<file path="config.mk">
export PLATFORM = sky130hd
export DESIGN_NAME = vga_write_mux
export DESIGN_NICKNAME = d
export VERILOG_FILES = /design/src/rtl/vga_pkg.sv /design/src/rtl/rect_sweep.sv /design/src/rtl/vga_write_mux.sv
export SDC_FILE = /design/constraint.sdc
export NUM_CORES = 1
export LEC_CHECK = 0
export ABC_AREA = 1
export CORE_MARGIN = 2
export CORE_UTILIZATION = 40
export DETAILED_ROUTE_END_ITERATION = 10
export GPL_TIMING_DRIVEN = 0
export PLACE_DENSITY = 0.71
export SETUP_SLACK_MARGIN = 0.2
export SLEW_MARGIN = 10
export SYNTH_ARGS = -nofsm -noshare
export SYNTH_HDL_FRONTEND = slang
export SYNTH_HIERARCHICAL = 1
export SYNTH_SLANG_ARGS = --single-unit
</file>
<file path="constraint.sdc">
create_clock -name Clock -period 3.9 [get_ports Clock]
set_input_delay 0.78 -clock Clock [delete_from_list [all_inputs] [get_ports Clock]]
set_output_delay 0.78 -clock Clock [all_outputs]
set_load 0.02 [all_outputs]
</file>
<file path="src/rtl/vga_pkg.sv">
// Shared VGA constants: source selects, colours, screen size and the
// write-mux state encoding.
package vga_pkg;

  typedef enum logic [1:0] {
    SEL_GAME = 2'd0,
    SEL_LOSE = 2'd1,
    SEL_WIN  = 2'd2,
    SEL_NONE = 2'd3
  } sel_e;

  typedef enum logic [1:0] {
    ST_PASS  = 2'd0,
    ST_CLEAR = 2'd1,
    ST_DONE  = 2'd2
  } mux_state_e;

  localparam logic [8:0] BLACK = 9'b000_000_000;
  localparam logic [8:0] RED   = 9'b111_000_000;

  localparam int XSCREEN = 640;
  localparam int YSCREEN = 480;

endpackage

</file>
<file path="src/rtl/rect_sweep.sv">
// Raster counter over a width x height rectangle: cx runs fastest, cy steps
// on each cx wrap. 'last' flags the bottom-right pixel of the rectangle.
module rect_sweep (
  input  logic       Clock,
  input  logic       Resetn,
  input  logic       start,
  input  logic       advance,
  input  logic [9:0] width,
  input  logic [8:0] height,
  output logic [9:0] cx,
  output logic [8:0] cy,
  output logic       last
);

  logic x_end;

  assign x_end = (cx == width - 10'd1);
  assign last  = x_end && (cy == height - 9'd1);

  always_ff @(posedge Clock) begin
    if (!Resetn || start) begin
      cx <= 10'd0;
      cy <= 9'd0;
    end else if (advance) begin
      if (x_end) begin
        cx <= 10'd0;
        cy <= last ? 9'd0 : cy + 9'd1;
      end else begin
        cx <= cx + 10'd1;
      end
    end
  end

endmodule

</file>
<file path="src/rtl/vga_write_mux.sv">
// Sole driver of the VGA adapter write port: registered pass-through of the
// selected source, plus a built-in rectangle-clear sweep.
module vga_write_mux
  import vga_pkg::*;
#(
  parameter int         CLEAR_X0    = 0,
  parameter int         CLEAR_Y0    = 0,
  parameter int         CLEAR_W     = 640,
  parameter int         CLEAR_H     = 480,
  parameter logic [8:0] CLEAR_COLOR = 9'b000_000_000
) (
  input  logic       Clock,
  input  logic       Resetn,
  input  logic [1:0] sel,
  input  logic       clear_req,
  input  logic [9:0] s0_x,
  input  logic [8:0] s0_y,
  input  logic [8:0] s0_color,
  input  logic       s0_write,
  input  logic [9:0] s1_x,
  input  logic [8:0] s1_y,
  input  logic [8:0] s1_color,
  input  logic       s1_write,
  input  logic [9:0] s2_x,
  input  logic [8:0] s2_y,
  input  logic [8:0] s2_color,
  input  logic       s2_write,
  output logic [9:0] VGA_x,
  output logic [8:0] VGA_y,
  output logic [8:0] VGA_color,
  output logic       VGA_write,
  output logic       clear_busy,
  output logic       clear_done,
  output logic       dropped
);

  localparam logic [9:0] X0 = 10'(CLEAR_X0);
  localparam logic [8:0] Y0 = 9'(CLEAR_Y0);
  localparam logic [9:0] CW = 10'(CLEAR_W);
  localparam logic [8:0] CH = 9'(CLEAR_H);

  mux_state_e state_q, state_d;
  sel_e       sel_s;
  logic [1:0] sel_q;
  logic [9:0] src_x, cx;
  logic [8:0] src_y, src_color, cy;
  logic       src_write, sweep_start, sweep_adv, sweep_last;

  assign sel_s = sel_e'(sel);

  // SEL_NONE still routes s0 coordinates, only the strobe is suppressed.
  always_comb begin
    src_x     = s0_x;
    src_y     = s0_y;
    src_color = s0_color;
    src_write = 1'b0;
    case (sel_s)
      SEL_GAME: src_write = s0_write;
      SEL_LOSE: begin
        src_x     = s1_x;
        src_y     = s1_y;
        src_color = s1_color;
        src_write = s1_write;
      end
      SEL_WIN: begin
        src_x     = s2_x;
        src_y     = s2_y;
        src_color = s2_color;
        src_write = s2_write;
      end
      default: ;
    endcase
  end

  always_ff @(posedge Clock) begin
    if (!Resetn) state_q <= ST_PASS;
    else         state_q <= state_d;
  end

  always_comb begin
    state_d     = state_q;
    sweep_start = 1'b0;
    sweep_adv   = 1'b0;
    case (state_q)
      ST_PASS: begin
        if (clear_req) begin
          state_d     = ST_CLEAR;
          sweep_start = 1'b1;
        end
      end
      ST_CLEAR: begin
        sweep_adv = 1'b1;
        if (sweep_last) state_d = ST_DONE;
      end
      ST_DONE: state_d = ST_PASS;
      default: state_d = ST_PASS;
    endcase
  end

  rect_sweep u_sweep (
    .Clock   (Clock),
    .Resetn  (Resetn),
    .start   (sweep_start),
    .advance (sweep_adv),
    .width   (CW),
    .height  (CH),
    .cx      (cx),
    .cy      (cy),
    .last    (sweep_last)
  );

  // Select history follows sel in every state so returning from a sweep
  // never produces a spurious bubble.
  always_ff @(posedge Clock) begin
    if (!Resetn) sel_q <= 2'd0;
    else         sel_q <= sel;
  end

  always_ff @(posedge Clock) begin
    if (!Resetn) begin
      VGA_x      <= 10'd0;
      VGA_y      <= 9'd0;
      VGA_color  <= 9'd0;
      VGA_write  <= 1'b0;
      clear_busy <= 1'b0;
      clear_done <= 1'b0;
      dropped    <= 1'b0;
    end else begin
      clear_done <= 1'b0;
      case (state_q)
        ST_PASS: begin
          if (clear_req) begin
            VGA_write  <= 1'b0;
            clear_busy <= 1'b1;
            dropped    <= 1'b0;
          end else begin
            VGA_x     <= src_x;
            VGA_y     <= src_y;
            VGA_color <= src_color;
            VGA_write <= src_write && (sel == sel_q);
          end
        end
        ST_CLEAR: begin
          VGA_x     <= X0 + cx;
          VGA_y     <= Y0 + cy;
          VGA_color <= CLEAR_COLOR;
          VGA_write <= 1'b1;
          if (src_write) dropped <= 1'b1;
        end
        ST_DONE: begin
          VGA_write  <= 1'b0;
          clear_busy <= 1'b0;
          clear_done <= 1'b1;
        end
        default: ;
      endcase
    end
  end

endmodule

</file>
==> results of run 1 <==
-- worst register-to-register path, cell delays in order (launching register included) --
cell	delay [ns]
dfxtp_1	0.41
inv_1	0.10
ha_1	0.28
nand2_2	0.19
inv_1	0.11
nor2_1	0.53
nand2_1	0.19
nand2_4	0.15
nand2_1	0.08
nor2_1	0.08
-- layout make-up --
cell class | count | area, um2 | area share
sequential | 55 | 1101 | 0.1974
clock inverter | 2 | 16.27 | 0.002916
inverter | 75 | 284.0 | 0.05092
tap | 129 | 161.4 | 0.02894
buffer | 25 | 146.4 | 0.02624
clock buffer | 6 | 82.58 | 0.01480
multi-input combinational | 527 | 2555 | 0.4581
timing repair buffer | 123 | 1231 | 0.2207
-- synth_stat cells, types with 2 or more instances --
master,number,area share
nor2_2,2,0.0032
clkbuf_1,8,0.0077
dfxtp_1,55,0.28
buf_2,11,0.014
nor2_1,67,0.065
nand2_2,3,0.0048
nand2_1,189,0.18
nand3b_1,3,0.0058
o211ai_1,23,0.044
ha_1,12,0.039
inv_1,73,0.070
xor2_1,7,0.016
conb_1,2,0.0019
nor2_4,3,0.0087
nand3_1,57,0.073
buf_4,2,0.0039
nor3b_1,2,0.0039
o21ai_0,27,0.035
xnor2_1,5,0.011
nor3_1,3,0.0039
a21oi_1,50,0.064
nand4_1,6,0.0096
o21ai_1,5,0.0064
buf_8,2,0.0077
-- layer usage --
| metal | up-vias | routed length (um) | track usage |
|---|---|---|---|
| met5 | - | 0 | 0 |
| met4 | 0 | 207 | 0.06564 |
| met3 | 15 | 965 | 0.07186 |
| met2 | 124 | 6138 | 0.4449 |
| met1 | 1974 | 4970 | 0.2561 |
| li1 | 2336 | - | - |
-- worst max-delay path by stage --
stage	from	to	slack, ns	cells past startpoint
2_1_floorplan	sel[0]	VGA_color[6]	2.05	6
3_3_place_gp	sel[0]	VGA_y[8]	1.07	7
3_5_place_dp	sel[0]	VGA_y[8]	0.99	7
4_1_cts	sel[0]	VGA_y[8]	1.33	7
5_1_grt	sel[0]	VGA_x[8]	1.24	7
6_report	sel[0]	VGA_y[8]	1.34	7
-- through the flow --
| stage | instances | hold slack [ns] |
|---|---|---|
| after global placement | 934 | 0.4531 |
| after CTS | 942 | 0.4703 |
| after global routing | 942 | 0.4910 |
| after floorplan | 682 | 0.4744 |
| after detailed placement | 934 | 0.4542 |
| final | 942 | 0.4658 |
-- registers in the layout (all words and copies together), names as in the netlist --
name / flops
VGA_x: 10
u_sweep/cx: 10
VGA_color: 9
VGA_y: 9
u_sweep/cy: 9
sel_q: 2
state_q: 2
VGA_write: 1
clear_busy: 1
clear_done: 1
dropped: 1
-- power by group through the flow --
| stage | combinational (W) | clock (W) | sequential (W) |
|---|---|---|---|
| after floorplan | 0.000321 | 0 | 0.000716 |
| after global placement | 0.000655 | 0 | 0.000662 |
| after detailed placement | 0.000663 | 0 | 0.000662 |
| after CTS | 0.000666 | 0.000351 | 0.000651 |
| after global routing | 0.000733 | 0.000372 | 0.000656 |
| final | 0.000669 | 0.000344 | 0.000651 |
-- kinds of logic after synthesis --
logic type | count (synthesis)
and+or+nand+nor | 339
AOI/OAI and AO/OA | 109
buffers and inverters | 100
DFF | 55
xor gates and xnor gates | 13
adders and majority gates | 12
other | 2
==> run_results.csv, run 1 <==
group,metric,value,unit
clock_network,hold_buffers,0,
synthesis,yosysSeqAreaShare,0.2830,
route,via_count,4449,
sta,max_clock_freq,390.1,MHz
layout,diodes,0,
route,first_iter_violations,194,
setup_path,cp.required,4.15,ns
setup_path,crit_type,"primary input to flop",
clock_network,cts_buffers,5,
global_route,grt_overflow,0,
synthesis,synth_fa_ha_area_frac,0.03859,
setup_path,cp_slowest_cell,"clkdlybuf4s50_1",
layout,final_nets,916,
floorplan,row_count,35,
synthesis,ys_async_sr_fraction,0,
power,pwr-share-clk,0.207,
synthesis,syn-cell-area,3891,um2
place,placed_area,5479,um2
min_path,min_to,"dropped",
floorplan,start_util,0.4172,
sta,setup_slack,1.337,ns
floorplan,die_y,102.6,um
sta,setup_viol,0,
synthesis,synth_compound_area_frac,0.1588,
min_path,min_path_type,"flop to flop",
route,via_per_inst,4.723,
floorplan,core,9328,um2
route,wl_per_cell,13.04,um
setup_path,reg2reg_slack,1.74,ns
synthesis,synth-simple-area-share,0.3743,
power,power_frac_comb,0.402,
place,numPortBuffers,123,
sta,finalCritPeriodShare,0.6572,
clock_network,root_buffer,"clkbuf_8",
global_route,antenna_found_initial,0,
min_path,hold_start,"dropped",
route,ant_nets,0,
sta,fin_tns_setup,0,ns
clock_network,cts_max_level,2,
global_route,first_global_vias,4345,
synthesis,synth_xor_area_frac,0.03280,
route,drc,0,
clock_network,cts_resized,0,
global_route,track_usage,0.2370,
setup_path,cpLargestDelayFamily,"buffers and inverters",
setup_path,worstPathMaxFanout,10,
power,p_int,0.001069,W
setup_path,critPathBufInv,4,
sta,rsz0062_at_grt,"no",
clock_network,clock-sinks,55,
power,power_density,298.3,nW/um2
synthesis,synthMuxAreaShare,0,
place,gp_congestion,0.8550,
synthesis,syn_inst,630,
synthesis,ys_ff_latch,55,
clock_network,worst_skew_pair.late_latency,0.32,ns
floorplan,die-width,102.6,um
floorplan,ios,124,
layout,final_common_cell,"nand2_1",
sta,worst_slew_pin_slew,0.6517,ns
clock_network,cts_buffer_depth,2,
setup_path,ff2ff_path_depth,9,
route,dr.pass1.iters,5,
setup_path,r2r-end,"u_sweep/cy[4]",
synthesis,avgSynthCellArea,6.177,um2
min_path,hold_depth,2,
power,worst_ir_drop_vdd,0.0001678,V
synthesis,ys.flop_type,"dfxtp_1",
power,power,0.001664,W
setup_path,end_kind,"flop",
sta,maxSlewHeadroom,0.5639,
layout,design_area,5578,um2
run_status,status,"completed",
route,routed_wl,12280,um
layout,final_util,0.5980,
setup_path,start_kind,"primary input",
clock_network,postCtsSetupBuffers,0,
setup_path,worstPathArrival,2.82,ns
place,place_hpwl,10300,um
place,dp_slack,0.9872,ns
power,switchingPower,0.0005951,W
synthesis,synth_edf_count,0,
sta,finalClockSkew,0.009267,ns
layout,final_cell_mix,"189 x nand2_1, 123 x clkdlybuf4s50_1, 73 x inv_1",
setup_path,slowest_delay,0.58,ns
power,pwr-share-seq,0.391,
power,p_leak,2.523,nW
synthesis,yosysWarnings,6,
clock_network,cts_tree,"built",
layout,syn2layout_area_growth,43.34,%
synthesis,synth_top_family_by_area,"simple AND/OR/NAND/NOR gates",
sta,final-max-slew-violation-count,0,
synthesis,ys_types,37,
global_route,grt_max_degree,18,
global_route,grt_pass1_wl,19690,um
layout,drive_above_1_share,0.05043,
power,p_sw_frac,0.3577,
job,drv_cap,0,
clock_network,clk_pin_slew,0.11,ns
sta,finalHoldViolCount,0,
setup_path,path_cells,"clkdlybuf4s50_1 -> inv_1 -> ha_1 -> buf_2 -> clkbuf_1 -> o211ai_1 -> a21oi_1",
floorplan,die-area,10530,um2
sta,fin_crit,2.563,ns
layout,fillers,936,
setup_path,r2r_start,"state_q[0]",
Note: power is estimated with default switching activity, not from simulation.
==> inputs of run 2 (changes only) <==
- PLACE_DENSITY: 0.71 -> 0.73
- clock period: 3.9 -> 2.2 ns (I/O delays scaled with it)
==> run_results.csv, run 2 (synthesis results as in run 1) <==
group,metric,value,unit
sta,finalCritPeriodShare,0.8364,
clock_network,cts_buffer_depth,2,
clock_network,root_buffer,"clkbuf_8",
floorplan,ios,124,
layout,final_cell_mix,"189 x nand2_1, 121 x clkdlybuf4s50_1, 73 x inv_1",
layout,final_nets,916,
sta,rsz0062_at_grt,"no",
floorplan,die_y,102.6,um
route,routed_wl,12750,um
sta,setup_viol,0,
sta,fin_tns_setup,0,ns
clock_network,cts_buffers,5,
sta,fin_crit,1.840,ns
sta,worst_slew_pin_slew,0.5000,ns
clock_network,cts_tree,"built",
place,place_hpwl,10580,um
layout,drive_above_1_share,0.06273,
setup_path,slowest_delay,0.44,ns
clock_network,worst_skew_pair.late_latency,0.31,ns
route,wl_per_cell,13.54,um
sta,final-max-slew-violation-count,0,
layout,largest_registers,"VGA_x: 10 flops, u_sweep/cx: 10 flops",
sta,finalClockSkew,0.01273,ns
setup_path,path_cells,"nand2_1 -> nand2_1 -> nand3_1 -> nand2_1 -> nand3_1 -> nor2_2 -> nand2_1 -> nor2_1 -> o21ai_0 -> nand2_1 -> a21oi_1",
route,via_count,4525,
route,dr.pass1.iters,5,
clock_network,clock-sinks,55,
clock_network,hold_buffers,0,
layout,final_util,0.6036,
run_status,status,"completed",
power,p_leak,2.550,nW
layout,final_common_cell,"nand2_1",
setup_path,cp_slowest_cell,"dfxtp_1",
job,drv_cap,0,
setup_path,worstPathArrival,2.04,ns
setup_path,worstPathMaxFanout,6,
layout,diodes,0,
place,dp_slack,-0.3445,ns
min_path,min_path_type,"flop to flop",
power,power_density,546.4,nW/um2
sta,finalHoldViolCount,0,
floorplan,core,9328,um2
setup_path,r2r_start,"u_sweep/cx[5]",
floorplan,die-area,10530,um2
global_route,grt_max_degree,18,
setup_path,crit_start,"u_sweep/cx[5]",
sta,max_clock_freq,543.5,MHz
global_route,grt_pass1_wl,20320,um
place,gp_congestion,0.8998,
route,first_iter_violations,224,
floorplan,start_util,0.4172,
floorplan,row_count,35,
setup_path,end_kind,"flop",
route,drc,0,
power,worst_ir_drop_vdd,0.0004142,V
setup_path,crit_top_cell,"nand2_1",
global_route,grt_overflow,0,
layout,syn2layout_area_growth,44.69,%
floorplan,die-width,102.6,um
clock_network,clk_pin_slew,0.10,ns
place,numPortBuffers,123,
setup_path,cp.required,2.40,ns
global_route,track_usage,0.2454,
route,ant_nets,0,
clock_network,cts_max_level,2,
min_path,hold_start,"dropped",
setup_path,start_kind,"flop",
setup_path,crit_type,"flop to flop",
power,power,0.003077,W
global_route,first_global_vias,4490,
global_route,antenna_found_initial,0,
layout,fillers,885,
route,via_per_inst,4.804,
sta,maxSlewHeadroom,0.6666,
sta,setup_slack,0.3600,ns
[run 2: cell count changes in the layout (fill, tap and decap cells not counted), sizes merged]
cell	before	now
clkdlybuf4s50	123	121
dlygate4sd2	0	2
buf	16	15
bufinv	0	1
clkbuf	15	16
clkinv	1	0
clkinvlp	1	0
inv	75	76
[run 2: power breakdown]
| part | leakage (nW) | total (W) | switching (W) | internal (W) |
|---|---|---|---|---|
| combinational | 2.04 | 0.00119 | 0.000648 | 0.000547 |
| clock | 0.0618 | 0.000722 | 0.000347 | 0.000375 |
| sequential | 0.452 | 0.00116 | 0.0000665 | 0.00109 |
| total | 2.55 | 0.00308 | 0.00106 | 0.00202 |
[run 2: final cells by class]
type                    count  area, um2  area share
inverters                  75      284.0     0.05044
flip-flops and latches     55       1106      0.1964
well taps                 129      161.4     0.02867
multi-input cells         527       2575      0.4573
clock inverters             2      38.79    0.006889
plain buffers              25      153.9     0.02733
clock buffers               6      82.58     0.01467
repair buffers            123       1229      0.2182
[run 2: what timing repair did]
item,in CTS,in global routing
setup endpoints to repair,28,11
buffers inserted,0,0
resized for setup,6,9
[run 2: routing by layer]
metal / global-route usage / vias to the layer above / routed length, um
li1: - / 2330 / -
met1: 0.2706 / 2003 / 5081
met2: 0.4505 / 163 / 6268
met3: 0.06034 / 29 / 993
met4: 0.09744 / 0 / 410
met5: 0 / - / 0
[run 2: per-stage QoR]
stage	hold slack, ns	instances	cell area (um2)
final	0.4705	942	5630
after global routing	0.4976	942	5630
after CTS	0.4728	942	5605
after detailed placement	0.4572	934	5479
after global placement	0.4532	934	5479
after floorplan	0.4744	682	4086
[run 2: critical path: cells and delay by family (launching register included)]
kind	cells	cell delay, ns
AO/OA/AOI/OAI	2	0.21
flip-flops	1	0.44
AND/OR/NAND/NOR	9	1.08
[run 2: final timing paths]
kind,to,slack (ns),cells after the start
setup reg to reg,state_q[0],0.36,11
hold / removal,dropped,0.47,2
hold reg to reg,dropped,0.47,2
setup / recovery,state_q[0],0.36,11
